<file path="src/rtl/bit_serializer.sv">
// Parallel-to-serial converter with a one-word hold register so that words
// arriving back to back stream out with no idle cycles between them.
module bit_serializer #(
   parameter int WIDTH     = 8,
   parameter bit MSB_FIRST = 1'b1
) (
   input  logic             clk,
   input  logic             rst_n,
   input  logic [WIDTH-1:0] in_data,
   input  logic             in_valid,
   output logic             in_ready,
   output logic             x,
   output logic             x_valid,
   output logic             word_done,
   output logic             busy
);

   localparam int CNT_W = (WIDTH > 1) ? $clog2(WIDTH) : 1;
   localparam logic [CNT_W-1:0] LAST = CNT_W'(WIDTH - 1);

   typedef enum logic {IDLE, SHIFT} state_t;

   state_t           state, state_nxt;
   logic [WIDTH-1:0] shreg, shreg_nxt;
   logic [WIDTH-1:0] hold, hold_nxt;
   logic             hold_full, hold_full_nxt;
   logic [CNT_W-1:0] cnt, cnt_nxt;
   logic [WIDTH-1:0] shreg_shifted;
   logic             accept;

   assign in_ready = !hold_full && rst_n;
   assign accept   = in_valid && in_ready;

   // Shift toward whichever end feeds x.
   assign shreg_shifted = MSB_FIRST ? {shreg[WIDTH-2:0], 1'b0}
                                    : {1'b0, shreg[WIDTH-1:1]};

   assign x_valid   = (state == SHIFT);
   assign x         = (state == SHIFT) ? (MSB_FIRST ? shreg[WIDTH-1] : shreg[0]) : 1'b0;
   assign word_done = (state == SHIFT) && (cnt == LAST);
   assign busy      = (state == SHIFT) || hold_full;

   always_ff @(posedge clk or negedge rst_n) begin
      if (!rst_n) begin
         state     <= IDLE;
         shreg     <= '0;
         hold      <= '0;
         hold_full <= 1'b0;
         cnt       <= '0;
      end else begin
         state     <= state_nxt;
         shreg     <= shreg_nxt;
         hold      <= hold_nxt;
         hold_full <= hold_full_nxt;
         cnt       <= cnt_nxt;
      end
   end

   always_comb begin
      state_nxt     = state;
      shreg_nxt     = shreg;
      hold_nxt      = hold;
      hold_full_nxt = hold_full;
      cnt_nxt       = cnt;
      case (state)
         IDLE: begin
            if (accept) begin
               shreg_nxt = in_data;
               cnt_nxt   = '0;
               state_nxt = SHIFT;
            end
         end
         SHIFT: begin
            if (cnt != LAST) begin
               shreg_nxt = shreg_shifted;
               cnt_nxt   = cnt + CNT_W'(1);
               if (accept) begin
                  hold_nxt      = in_data;
                  hold_full_nxt = 1'b1;
               end
            end else if (hold_full) begin
               // in_ready is low here, so no new word competes with the hold load.
               shreg_nxt     = hold;
               hold_full_nxt = 1'b0;
               cnt_nxt       = '0;
            end else if (accept) begin
               shreg_nxt = in_data;
               cnt_nxt   = '0;
            end else begin
               cnt_nxt   = '0;
               state_nxt = IDLE;
            end
         end
         default: state_nxt = IDLE;
      endcase
   end

endmodule

</file>
<file path="config.mk">
export PLATFORM = sky130hd
export DESIGN_NAME = bit_serializer
export DESIGN_NICKNAME = d
export VERILOG_FILES = /design/src/rtl/bit_serializer.sv
export SDC_FILE = /design/constraint.sdc
export NUM_CORES = 1
export LEC_CHECK = 0
export ABC_CLOCK_PERIOD_IN_PS = 2400
export BUFFER_PORTS_ARGS = -buffer_cell sky130_fd_sc_hd__buf_2
export CELL_PAD_IN_SITES_DETAIL_PLACEMENT = 1
export CELL_PAD_IN_SITES_GLOBAL_PLACEMENT = 1
export CORE_UTILIZATION = 42
export DETAILED_ROUTE_END_ITERATION = 12
export MAX_ROUTING_LAYER = met4
export PLACE_DENSITY = 0.85
export REMOVE_ABC_BUFFERS = 1
export SLEW_MARGIN = 5
export SYNTH_ARGS = -nofsm -noshare
export SYNTH_HDL_FRONTEND = slang
export SYNTH_SLANG_ARGS = --single-unit
</file>
<file path="constraint.sdc">
create_clock -name clk -period 2.4 [get_ports clk]
set_clock_uncertainty 0.2 [all_clocks]
set_input_delay 0.48 -clock clk [delete_from_list [all_inputs] [get_ports clk]]
set_output_delay 0.48 -clock clk [all_outputs]
set_load 0.01 [all_outputs]
</file>
* Yosys cells after proc, flatten, opt, wreduce, memory -nomap -nowiden
Index checks and enable logic that the tools add are counted.
** Storage, ports and cells
- Register bits :: 21
- Input bits :: 11
- Output and inout port bits :: 5
- Word-level logic and storage cells :: 32
** Cells by class
- $add $sub $neg :: 1
- Equal/unequal tests :: 4
- Multiplexer cells :: 14
- Bitwise operators :: 1
- Reductions and logical operators :: 7
** Operators with widths (number)
- $mux 8 :: 3
- $pmux 8 s2 :: 1
- $mux 1 :: 6
- $mux 3 :: 2
- $pmux 3 s2 :: 1
- $ne 2x2->1 const B :: 2
- $add 3x1->3 const B :: 1
- $eq 3x3->1 const B :: 1
- $logic_and 1x1->1 :: 3
- $ne 3x3->1 const B :: 1
- $reduce_and 3->1 :: 1
- $pmux 1 s2 :: 1
- $reduce_and 2->1 :: 1
- $logic_not 1->1 :: 1
- $logic_or 1x1->1 :: 1
- $not 1->1 :: 1

* Logic depth before layout (Yosys ltp)
- Depth after elaboration :: 7
- Mapped depth :: 6
- Gate-level depth less buffers :: 5

* Worst setup path before layout
OpenSTA, ideal clock, no wires.
- Path type :: reg2reg
- Start point :: register cnt[0]
- End point :: register hold[0]
- Library setup time :: 125 ps
- Arrival :: 1507 ps
- Data required time :: 2075 ps
- Path slack :: 568 ps
- Stages on the path, launching flop included :: 6
- Path buffers :: 0
- Period minus slack after synthesis :: 1832 ps
- Path through :: dfrtp_1 > ha_1 > ha_1 > nand2b_1 > nor2_2 > mux2_2
** On the way
- Word-level cells in the longest chain between the ends :: 2
** Ends and longest elaborated chain
- start, declared :: RTL line 27 : logic [CNT_W-1:0] cnt, cnt_nxt;
- start signal, assigned :: RTL line 55 : cnt <= cnt_nxt;
- $ne 3x3->1 :: RTL line 74 : if (cnt != LAST) begin
- $reduce_and 3->1 (no line)
- end signal, assigned :: RTL line 53 : hold <= hold_nxt;
- end, declared :: RTL line 25 : logic [WIDTH-1:0] hold, hold_nxt;
No other way between the ends.
A chain may end at the register's enable or synchronous reset.

* Worst setup path after layout
- Start point :: register cnt[0]
- End point :: output word_done
** On the way
- Word-level cells in the longest chain between the ends :: 2
** Ends and longest elaborated chain
- $eq 3x3->1 :: RTL line 40 : assign word_done = (state == SHIFT) && (cnt == LAST);
- $logic_and 1x1->1 :: RTL line 40
- end, declared :: RTL line 14 : output logic word_done,
No other way between the ends.

==> metrics.cfg <==
[critical_path]
path_class=flip-flop to output pin
critical_path.endpoint_type=output pin
slowest_stage=sky130_fd_sc_hd__dfrtp_1
timing.critical_path.slowest_cell_delay_ns=0.42
worstPathMaxFanout=11
startpoint_type=flip-flop
crit_path_cell_trace=ha_1 > ha_2 > and2_1 > buf_2
cp_data_arrival_time_ns=1.51
critical_path_required_ns=1.72

[timing]
worst_hold_slack_ns=0.219
fmaxAchievable_ghz=0.457
fin_setup_tns_ns=0
total_count_of_max_transition_violations_in_the_final_report=0
max-slew-margin-rel=0.621
hold_viol=0
final_setup_violating_endpoints=0
grt_setup_unrepaired=false
timing.final.crit_period_ns=2.19
tightestPinTransition_ns=0.568
layout_worst_path_cycle_share=0.911

[yosys]
post_synth_inst_count=88
synthDominantCellAreaShare=0.543
yosysWarnings=0
leading_area_contributor_after_synthesis=sky130_fd_sc_hd__dfrtp_1
synth.avg_cell_area_um2=11.0
post_synth_num_cell_types=23
synth-main-ff-cell=sky130_fd_sc_hd__dfrtp_1
asr_flop_ratio_synth=1.00
post_synthesis_cell_area_um2=968
yosys-top-cells-area=sky130_fd_sc_hd__dfrtp_1 54%, sky130_fd_sc_hd__mux2_2 9.3%, sky130_fd_sc_hd__nand2_1 7.8%, sky130_fd_sc_hd__a32oi_1 6.3%, sky130_fd_sc_hd__o22ai_1 4.5%
synth_edf_count=0
yosysSeqAreaShare=0.543
synth-seq-cells=21

[finish]
ff_latch_area_um2=526
post_route_cells_drive_above_1_share=0.333
final_instance_area_um2=1130
fillers=258
nNetsFinal=122
syn_to_layout_area_delta_pct=16.4
n_antenna_cell=0
multi_input_comb_area_um2=413

[routing]
dr.first_iter.drc_count=3
wl_per_cell_um=16.4
wirelength_um=2230
detailroute.via_count=744
ant_nets=0
dr.pass1.iters=3
via_density=5.47
remaining_drc_errors=0

[clock_tree]
max_root_sink_buffers=2
cts_num_sinks=21
htree_levels=1
worst_setup_hold_path_clk_slew_ns=0.12
tritoncts=yes
cts_inserted_buffers=3
root_driver=sky130_fd_sc_hd__clkbuf_4
insertion_delay_ns=0.31

[run_status]
run_status=complete, no violations

[die]
die_width_um=50.0
core_area_um2=2190
starting_density=0.442
ios=16
placement_rows=17
die_y_um=50.0
die-area_um2=2500

[hold_path]
hold_crit_class=input port to flip-flop

[power_and_ir_drop]
vdd.ir_drop.worst_mv=0.537
power-per-cell-area_nw_per_um2=1240
leakage_nw=0.508

[grt]
grt_overflow_total=0
pin_count_of_the_biggest_net_entering_global_routing=20
first_pass_grt_wire_length_um=4120
grtUsageTotal=0.231
first_global_vias=850
grt_antenna_before_repair=0

[place]
number_of_port_buffers=15
hpwl_um=1610
placed_area_um2=1090
finalWeightedCongestion=0.780

[run]
timing.max_cap.violations=0

-- metrics by stage --
stage,total power [mW],instances,setup WS (ns),utilization
floorplan,1.02,83,0.427,-
global placement,1.19,131,0.247,0.496
detailed placement,1.23,131,0.171,0.496
CTS,1.41,136,0.0877,0.513
global route,1.53,136,0.0919,0.515
finish,1.40,136,0.212,0.515
-- area by class of cell --
type / count / share of cell area
clock buffers: 3 / 0.0200
clock inverters: 1 / 0.00444
inverters: 1 / 0.00333
multi-input cells: 61 / 0.366
flip-flops and latches: 21 / 0.466
well taps: 28 / 0.0311
repair buffers: 21 / 0.109
-- critical path, delay by kind of cell (launching register included) --
family | cells | cell delay [ns]
fa+ha+maj | 2 | 0.46
buf+inv | 1 | 0.14
flops | 1 | 0.42
simple gates | 1 | 0.19
-- cells in the mapped netlist, types with 2 or more instances --
cell type,instances
sky130_fd_sc_hd__and2_1,2
sky130_fd_sc_hd__o22ai_1,7
sky130_fd_sc_hd__nand2_1,20
sky130_fd_sc_hd__o21ai_0,3
sky130_fd_sc_hd__mux2_2,8
sky130_fd_sc_hd__clkbuf_1,2
sky130_fd_sc_hd__nand3b_1,2
sky130_fd_sc_hd__buf_2,2
sky130_fd_sc_hd__a32oi_1,7
sky130_fd_sc_hd__ha_1,2
sky130_fd_sc_hd__dfrtp_1,21
-- metal layers --
layer	vias to the layer above	global-route usage	routed length, µm
met5	-	-	0
met4	0	0.124	39
met3	4	0.0494	78
met2	17	0.340	1150
met1	365	0.294	963
li1	358	-	-
-- layout by cell type, fill, tap and decap left out, drive strengths merged --
cell type    count
a21oi            1
a32o             1
a32oi            7
and2             2
and3b            1
buf             20
clkbuf           3
clkinv           1
dfrtp           21
dlygate4sd3      1
ha               2
inv              1
mux2             9
nand2           20
nand2b           1
nand3b           2
nor2             2
nor2b            1
o21ai            4
o22ai            7
or2              1
-- flip-flops by register name, summed over array words and instances (netlist names) --
name       flops
hold_full      1
x_valid        1
hold           8
shreg          8
cnt            3
-- kinds of logic after synthesis --
group,share of synthesized area
simple gates,0.145
compound gates,0.145
flops,0.543
mux,0.109
buf+inv,0.0336
fa+ha+maj,0.0258
-- report_power, final --
| group | leakage, nW | total, mW | internal, mW | switching (mW) |
|---|---|---|---|---|
| registers | 0.249 | 0.678 | 0.530 | 0.147 |
| clock network | 0.0177 | 0.172 | 0.0622 | 0.110 |
| logic | 0.241 | 0.553 | 0.287 | 0.267 |
| total | 0.508 | 1.40 | 0.880 | 0.524 |
-- repair_timing --
action                     CTS  global route
hold buffers                 1             0
resized for setup            0             1
setup buffers                0             0
setup endpoints to repair    0             1
hold endpoints to repair     6             0
-- final timing paths --
path	to	startpoint	depth (start not counted)	slack (ns)
max in group asynchronous	cnt[0]$_DFFE_PN0P_	rst_n	3	1.21
min reg2reg	hold[3]$_DFFE_PN0P_	hold[3]$_DFFE_PN0P_	1	0.33
min	hold[5]$_DFFE_PN0P_	in_data[5]	2	0.22
max reg2reg	hold[1]$_DFFE_PN0P_	cnt[0]$_DFFE_PN0P_	5	0.24
max	word_done	cnt[0]$_DFFE_PN0P_	4	0.21
min in group asynchronous	hold[2]$_DFFE_PN0P_	rst_n	2	0.34
Note: power is estimated with default switching activity, not from simulation.
